## src/rtl/nwr_req_gen.sv

```systemverilog
// rtl/nwr_req_gen.sv - user write stream to SRIO NWRITE (HELLO) request generator
module nwr_req_gen #(
  parameter logic [15:0] SRC_ID        = 16'h0001,
  parameter logic [15:0] DEST_ID       = 16'h0002,
  parameter int          MAX_PKT_BYTES = 256
) (
  input  logic        log_clk,
  input  logic        log_rst,
  input  logic [33:0] user_addr_in,
  input  logic [19:0] user_tsize_in,
  input  logic [63:0] user_tdata_in,
  input  logic [7:0]  user_tkeep_in,
  input  logic        user_tfirst_in,
  input  logic        user_tvalid_in,
  input  logic        user_tlast_in,
  output logic        user_tready_o,
  output logic        nwr_ready_o,
  output logic        nwr_busy_o,
  output logic        nwr_done_o,
  output logic        err_o,
  output logic        ireq_tvalid_o,
  input  logic        ireq_tready_in,
  output logic [63:0] ireq_tdata_o,
  output logic [7:0]  ireq_tkeep_o,
  output logic        ireq_tlast_o,
  output logic [31:0] ireq_tuser_o
);

  typedef enum logic [1:0] {IDLE, HDR, DATA, DONE} state_t;

  state_t      state;
  logic [33:0] addr_q;
  logic [19:0] remaining_q;
  logic [7:0]  tid_q;
  logic [5:0]  beat_cnt_q;
  logic        err_q;

  // Current packet geometry, derived from the bytes still to send.
  logic [8:0]  pkt_bytes;
  logic [7:0]  pkt_size;
  logic [5:0]  pkt_beats;
  logic        last_pkt;
  logic        beat_hs;
  logic        xfer_final;
  logic [63:0] hdr_word;

  assign last_pkt   = (remaining_q <= 20'(MAX_PKT_BYTES));
  assign pkt_bytes  = last_pkt ? remaining_q[8:0] : 9'(MAX_PKT_BYTES);
  assign pkt_size   = 8'(pkt_bytes - 9'd1);
  assign pkt_beats  = 6'((pkt_bytes + 9'd7) >> 3);
  assign beat_hs    = (state == DATA) && user_tvalid_in && ireq_tready_in;
  assign xfer_final = (beat_cnt_q == 6'd1) && last_pkt;

  // NWRITE header: TID, FTYPE 5, TTYPE 4, prio 1, size-1, 34-bit byte address.
  assign hdr_word = {tid_q, 4'h5, 4'h4, 1'b0, 2'b01, 1'b0, pkt_size, 2'b00, addr_q};

  assign ireq_tuser_o = {SRC_ID, DEST_ID};

  // Transfer sequencing: header per packet, payload beats counted down, wrap to next packet.
  always_ff @(posedge log_clk or posedge log_rst) begin
    if (log_rst) begin
      state       <= IDLE;
      addr_q      <= '0;
      remaining_q <= '0;
      tid_q       <= '0;
      beat_cnt_q  <= '0;
      err_q       <= 1'b0;
    end else begin
      case (state)
        IDLE: begin
          if (user_tvalid_in && user_tfirst_in) begin
            addr_q      <= user_addr_in;
            remaining_q <= user_tsize_in;
            if (user_tsize_in == 20'd0) begin
              err_q <= 1'b1;
              state <= DONE;
            end else begin
              err_q <= 1'b0;
              state <= HDR;
            end
          end
        end
        HDR: begin
          if (ireq_tready_in) begin
            tid_q      <= tid_q + 8'd1;
            beat_cnt_q <= pkt_beats;
            state      <= DATA;
          end
        end
        DATA: begin
          if (beat_hs) begin
            beat_cnt_q <= beat_cnt_q - 6'd1;
            // user tlast must coincide exactly with the byte-count final beat
            if (user_tlast_in != xfer_final) begin
              err_q <= 1'b1;
            end
            if (beat_cnt_q == 6'd1) begin
              addr_q      <= addr_q + 34'(pkt_bytes);
              remaining_q <= remaining_q - 20'(pkt_bytes);
              state       <= last_pkt ? DONE : HDR;
            end
          end
        end
        DONE: begin
          state <= IDLE;
        end
        default: begin
          state <= IDLE;
        end
      endcase
    end
  end

  // Output decode: header from registers, payload as zero-latency passthrough.
  always_comb begin
    ireq_tvalid_o = 1'b0;
    ireq_tdata_o  = '0;
    ireq_tkeep_o  = '0;
    ireq_tlast_o  = 1'b0;
    user_tready_o = 1'b0;
    case (state)
      HDR: begin
        ireq_tvalid_o = 1'b1;
        ireq_tdata_o  = hdr_word;
        ireq_tkeep_o  = 8'hFF;
      end
      DATA: begin
        ireq_tvalid_o = user_tvalid_in;
        ireq_tdata_o  = user_tdata_in;
        ireq_tkeep_o  = user_tkeep_in;
        ireq_tlast_o  = (beat_cnt_q == 6'd1);
        user_tready_o = ireq_tready_in;
      end
      default: begin
      end
    endcase
  end

  assign nwr_ready_o = (state == IDLE);
  assign nwr_busy_o  = (state != IDLE);
  assign nwr_done_o  = (state == DONE);
  assign err_o       = err_q;

endmodule

```

## config.mk

```make
export PLATFORM = sky130hd
export DESIGN_NAME = nwr_req_gen
export DESIGN_NICKNAME = d
export VERILOG_FILES = /design/src/rtl/nwr_req_gen.sv
export SDC_FILE = /design/constraint.sdc
export NUM_CORES = 1
export LEC_CHECK = 0
export ABC_AREA = 1
export CAP_MARGIN = 10
export CORE_MARGIN = 2
export CORE_UTILIZATION = 47
export CTS_BUF_LIST = sky130_fd_sc_hd__clkbuf_2
export CTS_CLUSTER_SIZE = 25
export DETAILED_ROUTE_END_ITERATION = 7
export PLACE_DENSITY = 0.82
export SETUP_SLACK_MARGIN = 0.5
export SYNTH_ARGS = -nofsm -noshare
export SYNTH_HDL_FRONTEND = slang
export SYNTH_SLANG_ARGS = --single-unit
export TNS_END_PERCENT = 100
```

## constraint.sdc

```tcl
create_clock -name log_clk -period 3.9 [get_ports log_clk]
set_input_delay 1.17 -clock log_clk [delete_from_list [all_inputs] [get_ports log_clk]]
set_output_delay 1.17 -clock log_clk [all_outputs]
set_load 0.005 [all_outputs]
```

==> reports/results.txt <==
worst skew pair latency - 580 ps
IO Port Bufs - 210
number of global-route vias before repair - 7,559
first-pass GRT wire length - 35,900 um
top cells by area, synth - dfrtp_1 26%, nand2_1 18%, a21oi_1 8.2%
DR vias - 8,316
fmax - 0.271 GHz
CTS buffer count - 9
share of layout cells above drive strength 1 - 13.7%
hold_buf cts - 0
number of vias per cell - 5.45
Avg WL per Cell - 15.8 um
H-tree depth - 3
asr flop ratio synth - 100%
post-synthesis area per instance - 6.17 um^2
Post-Syn Instances - 1,093
post-synth top area cell - dfrtp_1
crit path DAT - 2510 ps
total of warnings raised by yosys - 0
Worst IR Drop VDD - 0.346 mV
Slew Limit Headroom - 48.4%
GR Overflow Total - 0
Routed Antenna Nets - 0
maxcap violations - 0
total power draw - 0.00657 W
GP Congestion - 0.909
die area - 15,300 um^2
Hold Path Class - reg -> reg
post-DP HPWL - 16,100 um
sequential area share after synthesis - 26.4%
Final Hold Slack - 489 ps
Worst setup EP type - primary output
crit path time final - 3680 ps
GR Util All Layers - 29.5%
pwr dens - 670 nW/um^2
Slew Viols, Final - 0
worst-path maximum fanout - 6
Setup Viol. Count Final - 0
fin nets - 1,492
Clock Sinks - 71
RSZ-0062 raised after global routing - true
Distinct cells, synth - 49
ys flop type - dfrtp_1
Hold Vio Cnt, Final - 0
Antenna Cells - 0
clock skew - 42.3 ps
synthesis-to-finish area growth - 45.6%
clock slew at reported path FFs - 220 ps
run status - finished, final reports clean
CTS tree - yes
clock root cell - clkbuf_2
DRT iter0 DRCs - 653
DIE WIDTH - 124 um
Worst-Margin Slew - 773 ps
I/O Pins - 243
Setup TNS - 0 ps
Die H - 124 um
EDFF count, synth - 0
CP Class - reg -> out
post-synthesis cell area - 6740 um^2
post-synth top area share - 26.4%
DRC - 0
initial antenna violation count - 0
Critical Path RT - 2730 ps
core area - 13,900 um^2
Critical Path Start Type - flip-flop
period utilization - 94.5%
Lkg Pwr - 4.80 nW
First-pass DRT Iterations - 6
Clock Path Buffers - 2
# rows - 43
largest net degree at the start of global routing - 51
final WL - 24,100 um
Seq cells post-synth - 71
initial core utilization - 48.4%
path summary, 6_finish.rpt:
path	start	endpoint	slack [ps]	depth (start not counted)
min in group asynchronous	log_rst	state[0]$_DFFE_PP0P_	1010	2
max in group asynchronous	log_rst	remaining_q[10]$_DFFE_PP0P_	2150	3
worst min register to register	tid_q[7]$_DFFE_PP0P_	tid_q[7]$_DFFE_PP0P_	490	1
worst min-delay path	tid_q[7]$_DFFE_PP0P_	tid_q[7]$_DFFE_PP0P_	490	1
worst max register to register	remaining_q[6]$_DFFE_PP0P_	addr_q[32]$_DFFE_PP0P_	550	20
worst max-delay path	remaining_q[6]$_DFFE_PP0P_	ireq_tdata_o[43]	220	11
final cells by class:
type	count	area [um^2]
Clock buffer	11	55.1
Clock inverter	5	25.0
Fill cell	1186	4130
Inverter	109	427
Multi-Input combinational cell	863	4450
Sequential cell	71	1780
Tap cell	180	225
Timing Repair Buffer	287	2850
power breakdown:
| part | switching [W] | internal (W) |
|---|---|---|
| Clock | 0.000289 | 0.0000828 |
| Combinational | 0.00272 | 0.00199 |
| Sequential | 0.000397 | 0.00109 |
| Total | 0.00340 | 0.00316 |
cells by family after synthesis:
kind of cell    count (synthesis)  share of synthesized area, %
simple gates                  584                          37.4
compound gates                209                          17.1
buf+inv                       191                          13.1
flops                          71                          26.4
fa+ha+maj                      19                          3.64
xor+xnor                       17                          2.21
other cells                     2                         0.111
stage by stage:
step,instances,utilization [%],setup slack (ps),cell area [um^2]
after floorplan,1124,-,633,6860
after global placement,1453,64.2,293,8940
after detailed placement,1453,64.2,199,8940
after CTS,1509,68.1,321,9490
after global routing,1526,70.4,124,9810
final,1526,70.4,215,9810
sequential cells by signal, indices dropped and copies added (netlist names):
name,count
tid_q,8
state,2
remaining_q,20
addr_q,34
beat_cnt_q,6
err_o,1
worst max-delay path, stage by stage, from the launching register on:
cell     delay [ps]
dfrtp_1         440
nor2_2          130
nand2_2          90
o21ai_4         240
nand2_8         110
buf_8           150
nor2_4          120
inv_2            80
a21oi_2         160
o21ai_2          80
a21oi_1         190
buf_2           150
synthesized netlist by cell type (2+ instances only):
cell type / instances
or2_2: 6
dfrtp_1: 71
nor2_1: 109
nand3_1: 67
o21a_1: 3
nand2_1: 328
o21ai_2: 3
ha_1: 18
o21ai_1: 15
inv_1: 99
buf_2: 6
a22oi_1: 2
o21ai_0: 42
o22ai_1: 11
inv_2: 8
nor4_1: 8
xnor2_1: 4
nor3_1: 20
xor2_1: 13
nor2_2: 2
nand3b_1: 8
nor2_4: 6
nand3_2: 3
a31oi_1: 8
o211ai_1: 8
buf_1: 4
nand4_1: 17
nand2_2: 4
o21bai_1: 2
clkbuf_1: 36
conb_1: 2
clkinv_1: 2
a21oi_1: 110
buf_4: 33
cell usage in the layout, fill, tap and decap left out, drive strengths merged:
master	instances
a2bb2oi	1
nor2	118
and3	1
o21a	3
dlygate4sd2	55
nor3	20
o41ai	2
a22oi	2
o31ai	1
clkdlybuf4s50	135
dfrtp	71
a21oi	111
clkbuf	14
inv	108
o21ai	60
nand4	17
ha	18
nor4	8
o211ai	8
xnor2	4
bufbuf	2
o22ai	11
clkinv	5
a31oi	8
fa	1
clkinvlp	1
buf	79
o21bai	2
clkdlybuf4s15	1
xor2	13
dlymetal6s2s	12
nand3	70
or2	8
nand2	334
conb	33
nand3b	8
nor3b	1
per-layer routing:
layer  global-route usage [%]  up-vias  share of wire (%)
met5                        0        -                  0
met4                     10.9        0                2.6
met3                     6.00       53                9.4
met2                     49.9      466                 47
met1                     37.2     3801                 41
li1                         -     3996                  -
timing repair:
item                       4_1_cts  5_1_grt
buffers inserted                37       14
setup endpoints to repair       75       33
cloned                           3        3
gates resized for setup        141       45
pin swaps                       27       19
(Power assumes the default switching activity.)
==> edit, RTL diff (same settings) <==
Register the output `err_o` once more; this adds one clock of latency there. The other outputs are not delayed to match.
--- a/src/rtl/nwr_req_gen.sv
+++ b/src/rtl/nwr_req_gen.sv
@@ -139,7 +139,9 @@
   assign nwr_ready_o = (state == IDLE);
   assign nwr_busy_o  = (state != IDLE);
   assign nwr_done_o  = (state == DONE);
-  assign err_o       = err_q;
+  always_ff @(posedge log_clk) begin
+    err_o <= err_q;
+  end
 
 endmodule
 
Function: changed (Yosys sat finds a counterexample within 4 cycles, from zero or initial values and one cycle with log_rst high).
==> edit against the original RTL <==
- non-clock buffer count down 1
- critical path type unchanged
- design area down 0.70%
- sequential cell count up 1
- synthesized cell count about the same
- total power down 0.86%
- synthesized area up 0.30%
- clock skew down 13 ps
- worst setup slack worse by 120 ps
- wire length down 4.9%
- largest power group unchanged
==> edit: results (changes against the original RTL) <==
Run status: finished, final reports clean (unchanged). The buffer levels on the longest clock path came out at 2 (unchanged). The static power due to leakage came out at 4.78 nW (was 4.80 nW). The data arrival at the endpoint of the critical path was 2640 ps (was 2510 ps). The count of cells along the worst hold path was 0 (was 1).

The depth of the CTS H-tree is 3 (unchanged). The post-synthesis async set-or-reset flop share came out at 98.6% (was 100%). The worst-case clock skew came out at 28.8 ps (was 42.3 ps). The clock transition at the register clock pins on the worst setup and hold paths after CTS came out at 220 ps (about the same). The wire length per cell after detailed routing is 15.0 µm (was 15.8 µm). The mean post-synth cell area is 6.18 µm² (was 6.17 µm²). The clock reaches the later pin of the worst-skew pair after 570 ps. The post-placement setup slack came to 197 ps (was 199 ps).

The number of violations of the max-capacitance limit is 0 (unchanged). Top flop regs: addr_q (34), remaining_q (20), tid_q (8) (unchanged). The instance area after placement came out at 8960 µm² (was 8940 µm²). The iteration-0 DRC count of the detailed router is 660 (was 653). The initial antenna violation count came out at 1 (was 0). The half-perimeter wire length after placement is 15500 µm (was 16100 µm).

The cell at the root of the clock tree is clkbuf_2 (unchanged). The number of placed cells counting well taps is 1453 (unchanged). The largest net degree at the start of global routing came out at 72 (was 51). The worst-case vdd ir drop was 0.292 mV (was 0.346 mV). Biggest area contributors in the synthesized netlist: dfrtp_1 26%, nand2_1 18%, a21oi_1 8.1% (was dfrtp_1 26%, nand2_1 18%, a21oi_1 8.2%).

The most instantiated library cell after synthesis was nand2_1 (unchanged). The number of search-and-repair iterations in the first detailed-routing pass came out at 6 (unchanged). The beginning of the worst hold path is err_q$_DFFE_PP0P_ (was tid_q[7]$_DFFE_PP0P_). The CTS buffer count is 9 (unchanged). The via count of the first global-routing pass came out at 7462 (was 7559). The wire length of the first global-routing pass is 35400 µm (was 35900 µm). The quantity of I/O buffers inserted on ports was 210 (unchanged). The sequential area share after synthesis came out at 26.6% (was 26.4%). Top post-synthesis cells by count: 328 x nand2_1, 110 x a21oi_1, 109 x nor2_1 (unchanged). The worst hold-check path type is register to register (unchanged).

The overall via count from detail_route is 8224 (was 8316). The overall routing resource usage came to 29.3% (was 29.5%). The wire length after detailed routing is 23000 µm (was 24100 µm). The slew at the pin with the worst max-slew slack came out at 530 ps (was 773 ps). The maximum net fanout on the critical path came out at 6 (unchanged). The number of unique standard cell types used by synthesis came to 50 (was 49).

The depth of the worst register-to-register path was 21 (was 20). The count of yosys warnings during synthesis came out at 0 (unchanged). The prevailing post-synth register cell is dfrtp_1 (unchanged). The critical path startpoint is remaining_q[3]$_DFFE_PP0P_ (was remaining_q[6]$_DFFE_PP0P_). The final RePlAce weighted congestion came out at 0.901 (was 0.909). The fraction of final layout cells sized beyond drive strength 1 is 13.4% (was 13.7%).
## edit: worst max-delay path: stages (launching register included)
cell and delay, ps:
dfrtp_2 530, nor2_1 150, nand2_1 80, o21ai_2 160, nand2_4 130, nor2_4 180, inv_2 80, ha_4 170
nand2_4 80, inv_4 50, nand4_1 90, nand3_2 100, a21oi_2 130, buf_2 120
## edit: cells by family after synthesis
logic type | synth area share [%]
XOR/XNOR | 2.20
adder cells (fa/ha/maj) | 3.63
AO/OA/AOI/OAI | 17.1
other | 0.111
AND/OR/NAND/NOR | 37.3
buffers and inverters | 13.1
flip-flops | 26.6
## edit: area by class of cell
cell class                 instances  area (µm²)
clock buffer                      12        60.1
fill                            1243        4250
inverter                         109         420
tap                              180         225
multi-input combinational        862        4390
timing repair buffer             286        2790
clock inverter                     4        45.0
antenna                            1        2.50
sequential                        72        1800
## edit: path summary, 6_finish.rpt
check,end,slack (ps)
min in group asynchronous,state[1]$_DFFE_PP0P_,950
worst min-delay path,err_o$_DFF_P_,420
worst min register to register,err_o$_DFF_P_,420
max in group asynchronous,remaining_q[14]$_DFFE_PP0P_,2570
worst max-delay path,ireq_tdata_o[42],90
worst max register to register,addr_q[24]$_DFFE_PP0P_,560
## edit: metal layers
metal	wire length, µm	GRT usage, %	up-vias
met4	521	9.34	0
met5	0	0	-
met3	2010	4.90	52
met1	9500	36.7	3765
met2	10900	51.3	406
li1	-	-	4001
## edit: where the power goes
group | total (W) | internal, W | switching [W] | leakage, nW
Sequential | 0.00150 | 0.00111 | 0.000389 | 0.853
Clock | 0.000442 | 0.000153 | 0.000289 | 0.0757
Combinational | 0.00457 | 0.00196 | 0.00261 | 3.86
## edit: repair_timing
action                                  CTS  global route
pin swaps                                25            17
gates resized for setup                 139            28
hold endpoints to repair                  0             0
setup buffers                            46             8
cloned                                    2             0
endpoints found under the setup margin   75            29
## edit: stage by stage
stage          util (%)  hold slack [ps]
2_1_floorplan         -              348
3_3_place_gp       64.0              372
3_5_place_dp       64.0              359
4_1_cts            68.4              414
5_1_grt            69.6              440
6_report           69.6              416
